**src/rtl/finite_bcd.sv**
```systemverilog
// Sequential binary-to-BCD splitter: reduces a 7-bit counter value modulo 100 and
// extracts tens/ones digits by repeated subtract-by-ten, one step per clock.

package finite_bcd_pkg;

    localparam int unsigned VAL_W = 7;
    localparam int unsigned DIG_W = 4;
    localparam int unsigned IN_W  = VAL_W + 1;
    localparam int unsigned OUT_W = 3 + 2 * DIG_W;

    typedef struct packed {
        logic             start;
        logic [VAL_W-1:0] value;
    } bcd_in_t;

    typedef struct packed {
        logic             busy;
        logic             done;
        logic             ovf;
        logic [DIG_W-1:0] tens;
        logic [DIG_W-1:0] ones;
    } bcd_out_t;

endpackage

module finite_bcd
    import finite_bcd_pkg::*;
(
    input  logic             clk,
    input  logic             rst,
    input  logic [IN_W-1:0]  __in0,
    output logic [OUT_W-1:0] __out0
);

    localparam logic [VAL_W-1:0] TEN     = VAL_W'(10);
    localparam logic [VAL_W-1:0] HUNDRED = VAL_W'(100);

    typedef enum logic [1:0] {
        IDLE = 2'd0,
        SUB  = 2'd1,
        DONE = 2'd2
    } state_t;

    state_t           state_q, state_d;
    logic [VAL_W-1:0] rem_q,   rem_d;
    logic [DIG_W-1:0] tcnt_q,  tcnt_d;
    logic             ovf_r_q, ovf_r_d;
    logic [DIG_W-1:0] tens_q,  tens_d;
    logic [DIG_W-1:0] ones_q,  ones_d;
    logic             ovf_q,   ovf_d;
    logic             busy_q,  busy_d;
    logic             done_q,  done_d;

    bcd_in_t  in_w;
    bcd_out_t out_w;
    logic     in_big;

    assign in_w   = bcd_in_t'(__in0);
    assign in_big = (in_w.value >= HUNDRED);

    // Next-state, datapath and output-register decode
    always_comb begin
        state_d = state_q;
        rem_d   = rem_q;
        tcnt_d  = tcnt_q;
        ovf_r_d = ovf_r_q;
        tens_d  = tens_q;
        ones_d  = ones_q;
        ovf_d   = ovf_q;

        unique case (state_q)
            IDLE, DONE: begin
                if (in_w.start) begin
                    // Pre-reduce 100..127 so the loop runs at most nine times
                    rem_d   = in_big ? (in_w.value - HUNDRED) : in_w.value;
                    ovf_r_d = in_big;
                    tcnt_d  = '0;
                    state_d = SUB;
                end else begin
                    state_d = IDLE;
                end
            end
            SUB: begin
                if (rem_q >= TEN) begin
                    rem_d  = rem_q - TEN;
                    tcnt_d = tcnt_q + DIG_W'(1);
                end else begin
                    tens_d  = tcnt_q;
                    ones_d  = rem_q[DIG_W-1:0];
                    ovf_d   = ovf_r_q;
                    state_d = DONE;
                end
            end
            default: begin
                state_d = IDLE;
            end
        endcase

        busy_d = (state_d == SUB);
        done_d = (state_d == DONE);
    end

    // State and output registers, synchronous active-low reset
    always_ff @(posedge clk) begin
        if (!rst) begin
            state_q <= IDLE;
            rem_q   <= '0;
            tcnt_q  <= '0;
            ovf_r_q <= 1'b0;
            tens_q  <= '0;
            ones_q  <= '0;
            ovf_q   <= 1'b0;
            busy_q  <= 1'b0;
            done_q  <= 1'b0;
        end else begin
            state_q <= state_d;
            rem_q   <= rem_d;
            tcnt_q  <= tcnt_d;
            ovf_r_q <= ovf_r_d;
            tens_q  <= tens_d;
            ones_q  <= ones_d;
            ovf_q   <= ovf_d;
            busy_q  <= busy_d;
            done_q  <= done_d;
        end
    end

    assign out_w.busy = busy_q;
    assign out_w.done = done_q;
    assign out_w.ovf  = ovf_q;
    assign out_w.tens = tens_q;
    assign out_w.ones = ones_q;
    assign __out0     = OUT_W'(out_w);

endmodule
```
**config.mk**
```make
export PLATFORM = sky130hd
export DESIGN_NAME = finite_bcd
export DESIGN_NICKNAME = d
export VERILOG_FILES = /design/src/rtl/finite_bcd.sv
export SDC_FILE = /design/constraint.sdc
export NUM_CORES = 1
export LEC_CHECK = 0
export ABC_AREA = 1
export BUFFER_PORTS_ARGS = -buffer_cell sky130_fd_sc_hd__buf_2
export CAP_MARGIN = 10
export CORE_MARGIN = 2
export CORE_UTILIZATION = 63
export CTS_BUF_LIST = sky130_fd_sc_hd__clkbuf_8
export DETAILED_ROUTE_END_ITERATION = 7
export PLACE_DENSITY = 0.92
export SYNTH_ARGS = -nofsm -noshare
export SYNTH_HDL_FRONTEND = slang
export SYNTH_SLANG_ARGS = --single-unit
```
**constraint.sdc**
```tcl
create_clock -name clk -period 3.3 [get_ports clk]
set_input_delay 0.33 -clock clk [delete_from_list [all_inputs] [get_ports clk]]
set_output_delay 0.33 -clock clk [all_outputs]
set_load 0.05 [all_outputs]
```
# Yosys cells after proc, flatten, opt, wreduce, memory -nomap -nowiden
# Index checks and enable logic that the tools add are counted.
# Widths: inputs -> output; s select.
[classes]
n_addsub = 3
n_mul = 0
div_mod_pow = 0
n_lt_le_gt_ge = 2
n_eq_ne = 6
shift = 0
muxes = 10
n_bitwise = 1
n_reduce_logical = 6
[ops]
columns = ["op", "count"]
rows = [
  ["$mux 7", 3],
  ["$pmux 7 s2", 1],
  ["$mux 4", 2],
  ["$pmux 4 s2", 1],
  ["$ge 7x4->1 const B", 1],
  ["$ge 7x7->1 const B", 1],
  ["$sub 7x4->7 const B", 1],
  ["$sub 7x7->7 const B", 1],
  ["$add 4x1->4 const B", 1],
  ["$eq 2x1->1 const B", 2],
  ["$eq 2x2->1 const B", 2],
  ["$ne 2x2->1 const B", 2],
  ["$pmux 2 s2", 1],
  ["$reduce_and 2->1", 2],
  ["$reduce_and 3->1", 1],
  ["$logic_not 2->1", 1],
  ["$mux 2", 1],
  ["$reduce_bool 2->1", 1],
  ["$reduce_or 2->1", 1],
  ["$mux 1", 1],
  ["$not 1->1", 1],
]
[totals]
ff_bits = 25
latch_bits = 0
mem_bits_rw = 0
mem_bits_ro = 0
out_inout_bits = 11
n_memories = 0

# Depth between registers and ports, before layout
[logic_depth]
ltp_word = 4
ltp_mapped = 13
mapped_depth_nobuf = 13

# Least setup slack after synthesis
# Ideal clock, no wire load.
[synth_timing]
kind = "register to register"
startpoint = "register rem_q[1]"
endpoint = "register rem_q[5]"
setup_ns = 0.112
arrival_ns = 1.313
required_time_ns = 3.188
path_slack_ns = 1.875
path_stages_with_launch = 13
path_buffers = 0
path_cell_list = "dfxtp_1 > inv_1 > ha_1 > inv_1 > nand2_1 > nand2_2 > nor2_4 > nand2_4 > nand2_4 > nand2_4 > o21ai_0 > nand2_1 > nand2_1"
[synth_between]
elab_chain_len = 3
word_cells_on_any_way = 6
cone_classes = "add/sub: 1; order compare: 1; eq/ne: 1; mux: 2; reduce/logical: 1"
[synth_lines]
columns = ["item", "line_no", "text"]
rows = [
  ["start: declaration", "45", "logic [VAL_W-1:0] rem_q, rem_d;"],
  ["start signal: assignment", "117", "rem_q <= rem_d;"],
  ["$sub 7x4->7 / $ge 7x4->1 (equally long branches)", "85, 84", ""],
  ["$mux 7 / $ne 2x2->1 (equally long branches)", "-", ""],
  ["$pmux 7 s2 / $reduce_and 3->1 (equally long branches)", "-", ""],
]
# Parallel ways exist; a longest one is shown, timed or not. The select of a mux whose other input is x is not followed.
# A chain may end at the register's enable or synchronous reset.

# Worst setup path after layout
# Same ends and word-level chain as after synthesis.

==> impl_results.md <==
* Largest stage delay on the critical path at 0.42 ns
* Clock network fraction of total power at 23.5%
* Pwr per Cell Area at 525.1 nW/um2
* RR Endpoint: rem_q[5]
* XOR/XNOR Fraction of Synth Area at 2.516%
* # IOs at 21
* Synth Flop Type: dfxtp_1
* ANT nets after route at 0
* CTS tree: done
* Vias at 1226
* Top-count cell post-synth: nand2_1
* CTS buffer count at 3
* CP Data Required Time at 3.47 ns
* R2R Setup Slk at 1.56 ns
* Sw Share at 38.17%
* Remaining global-route overflow at 0
* Comb pwr share at 32.1%
* Internal Pwr Total at 0.0004898 W
* Port bufs at 20
* RR Startpoint: rem_q[1]
* Clock sink count at 25
* Worst-margin pin slew at 0.4132 ns
* CP startpoint kind: flop
* Worst skew pair latency at 0.28 ns
* LEAKAGE at 0.7677 nW
* EDFF count, synth at 0
* CTS H-tree lvls at 1
* Period minus WS final at 1.745 ns
* Largest net degree at the start of global routing at 21
* Die Wd at 51.02 um
* Largest family of logic cells by synthesized area: simple AND/OR/NAND/NOR gates
* Synth Cell Area at 1393 um2
* Area delta synth->final at 8.356%
* Mapped Cells at 191
* Crit path kind: reg -> reg
* Post-cts sizing count at 0
* N_diodes at 0
* MaxCap Viol Count at 0
* Sequential element share of the synthesized area at 35.94%
* CTS Hold Bufs at 0
* Simple-Gate Fraction of Synth Area at 34.05%
* Initial antenna violation count at 0
* Hold Crit Start: __in0[0]
* Nets at 223
* Mux cell area share after synthesis at 0%
* HP Class: in -> reg
* Avg WL per Cell at 11.89 um
* Worst path slowest cell: dfxtp_1
* RePlAce Congestion at 0.9526
* Rows at 17
* RSZ-0062 raised after global routing: no
* Top post-synthesis cells by count: nand2_1, dfxtp_1, inv_1, nor2_1, nand3_1
* Final slew viol count at 0
* Proportion of layout cells with a drive suffix above 1 at 21.63%
* Vias in the first global route at 1142
* Fin crit share at 52.88%
* Initial drt markers at 38
* # DRC at 0
* Post-synth ARST share at 0%
* Post-CTS Setup Inserts at 0
* Post-Place Cells at 232
* Count of different cell masters after synthesis at 28
* Die area at 2603 um2
* Clock Skew at 0.006411 ns
* Share of total power in sequential cells at 44.4%
* Synth area leaders: dfxtp_1, nand2_1, nand3_1
* DR pass1 iterations at 4
* WHS Path Cells at 3
* Crit-path cells: inv_1, ha_1, inv_1, nand2_1, nand2_2, nor2_4, nand2_4, nand2_4, nand2_4, o21ai_0, nand2_1, nand2_1
* Crit path DAT at 1.92 ns
* Min Hold Slack at 0.3382 ns
* Die Y at 51.02 um
* Final Hold Fails at 0
* Worst Hold End: rem_q[0]
* Root buffer cell: clkbuf_8
* Max Clk Rate at 573.1 MHz
* Post-Synth Adder-Cell Area at 3.594%
* Routed WL at 2.807 mm
* Core box area at 2148 um2
* HPWL Detailed at 2.117 mm
* Fin cells at 236
* Clk buf depth at 2
* Sw Pwr at 0.0003025 W
* Mean Syn Cell Area at 7.291 um2
* Synth Area in Compound Gates at 12.13%
* Worst Reg-to-Reg Cells at 12
* Yosys top cell area share at 35.94%
* Mapped Nets at 205
* Nature of the critical path endpoint: flop
* Setup TNS at 0 ns
* Flip-flop and latch count after synthesis at 25
* Total global-route track usage at 24.07%
* Max Fanout on Critical Path at 9
* Status: complete, no violations
* DR vias/cell at 5.195
* CTS clk-pin slew, worst paths at 0.09 ns
* First-pass GRT wire length at 4.726 mm
* Max IR drop VDD at 293.4 uV
* Area leader, netlist: dfxtp_1
* Yosys warns at 0
* Final setup vio count at 0
* Worst slew margin at 72.16%
* Initial core utilization at 64.82%
-- flip-flops by register name, summed over array words and instances, names as in the netlist --
signal	cells
busy_q	1
done_q	1
ones_q	4
ovf_q	1
ovf_r_q	1
rem_q	7
state_q	2
tcnt_q	4
tens_q	4
-- routing by layer --
metal / wire [um] / GRT usage (%) / vias to the layer above
met4: 60 / 11.71 / 0
li1: - / - / 639
met3: 174 / 4.094 / 7
met2: 1280 / 38.96 / 38
met5: 0 / 0 / -
met1: 1292 / 30.88 / 542
-- worst max path at each step --
stage                           from        end  slack (ns)  cells after the start
after global routing        rem_q[1]   rem_q[5]        1.44                     12
after detailed placement    rem_q[1]   rem_q[5]        1.63                     12
after global placement    state_q[0]  ones_q[1]        1.73                      8
after CTS                   rem_q[1]   rem_q[5]        1.58                     12
after floorplan             rem_q[1]   rem_q[5]        1.87                     12
final                       rem_q[1]   rem_q[5]        1.56                     12
-- worst max-delay path: cells and delay by family (launching register included) --
kind | cells | cell delay (ns)
compound gates | 1 | 0.13
flops | 1 | 0.42
buf+inv | 2 | 0.16
fa+ha+maj | 1 | 0.21
simple gates | 8 | 0.71
-- kinds of logic (layout without fill, tap and decap cells) --
group	Yosys count	in the layout
AO/OA/AOI/OAI	28	28
flip-flops	25	25
adder cells (fa/ha/maj)	4	4
AND/OR/NAND/NOR	98	98
buffers and inverters	32	49
XOR/XNOR	4	4
-- placed cells by master, fill, tap and decap left out, drive strengths merged --
cell type,count
buf,20
a21oi,11
nand4,1
nand3,18
o22ai,2
ha,4
o21ai,15
clkbuf,3
or2,1
nand2,48
inv,25
dfxtp,25
xnor2,1
clkinvlp,1
nor2,28
nand3b,2
xor2,3
-- area by class of cell --
class	instances	area (um2)
flip-flops and latches	25	500.5
inverters	25	96.34
multi-input cells	134	728.2
fillers	177	639.4
well taps	28	35.03
clock buffers	3	41.29
clock inverters	1	7.507
repair buffers	20	100.1
-- through the flow --
step	util (%)	cell area, um2	worst slack (ns)	power (W)
6_report	70.24	1509	1.555	0.0007923
5_1_grt	70.24	1509	1.442	0.0008284
4_1_cts	70.24	1509	1.575	0.0007931
3_5_place_dp	67.97	1460	1.626	0.0006091
3_3_place_gp	67.97	1460	1.726	0.0006009
2_1_floorplan	-	1393	1.875	0.0005686
-- power groups by stage --
stage	clock [W]	combinational [W]	sequential, W
finish	0.000186	0.000255	0.000352
global route	0.000196	0.000277	0.000355
CTS	0.000188	0.000254	0.000351
detailed placement	0	0.000251	0.000358
global placement	0	0.000244	0.000356
floorplan	0	0.000180	0.000388
No activity file was read; power rests on OpenSTA's default activity.
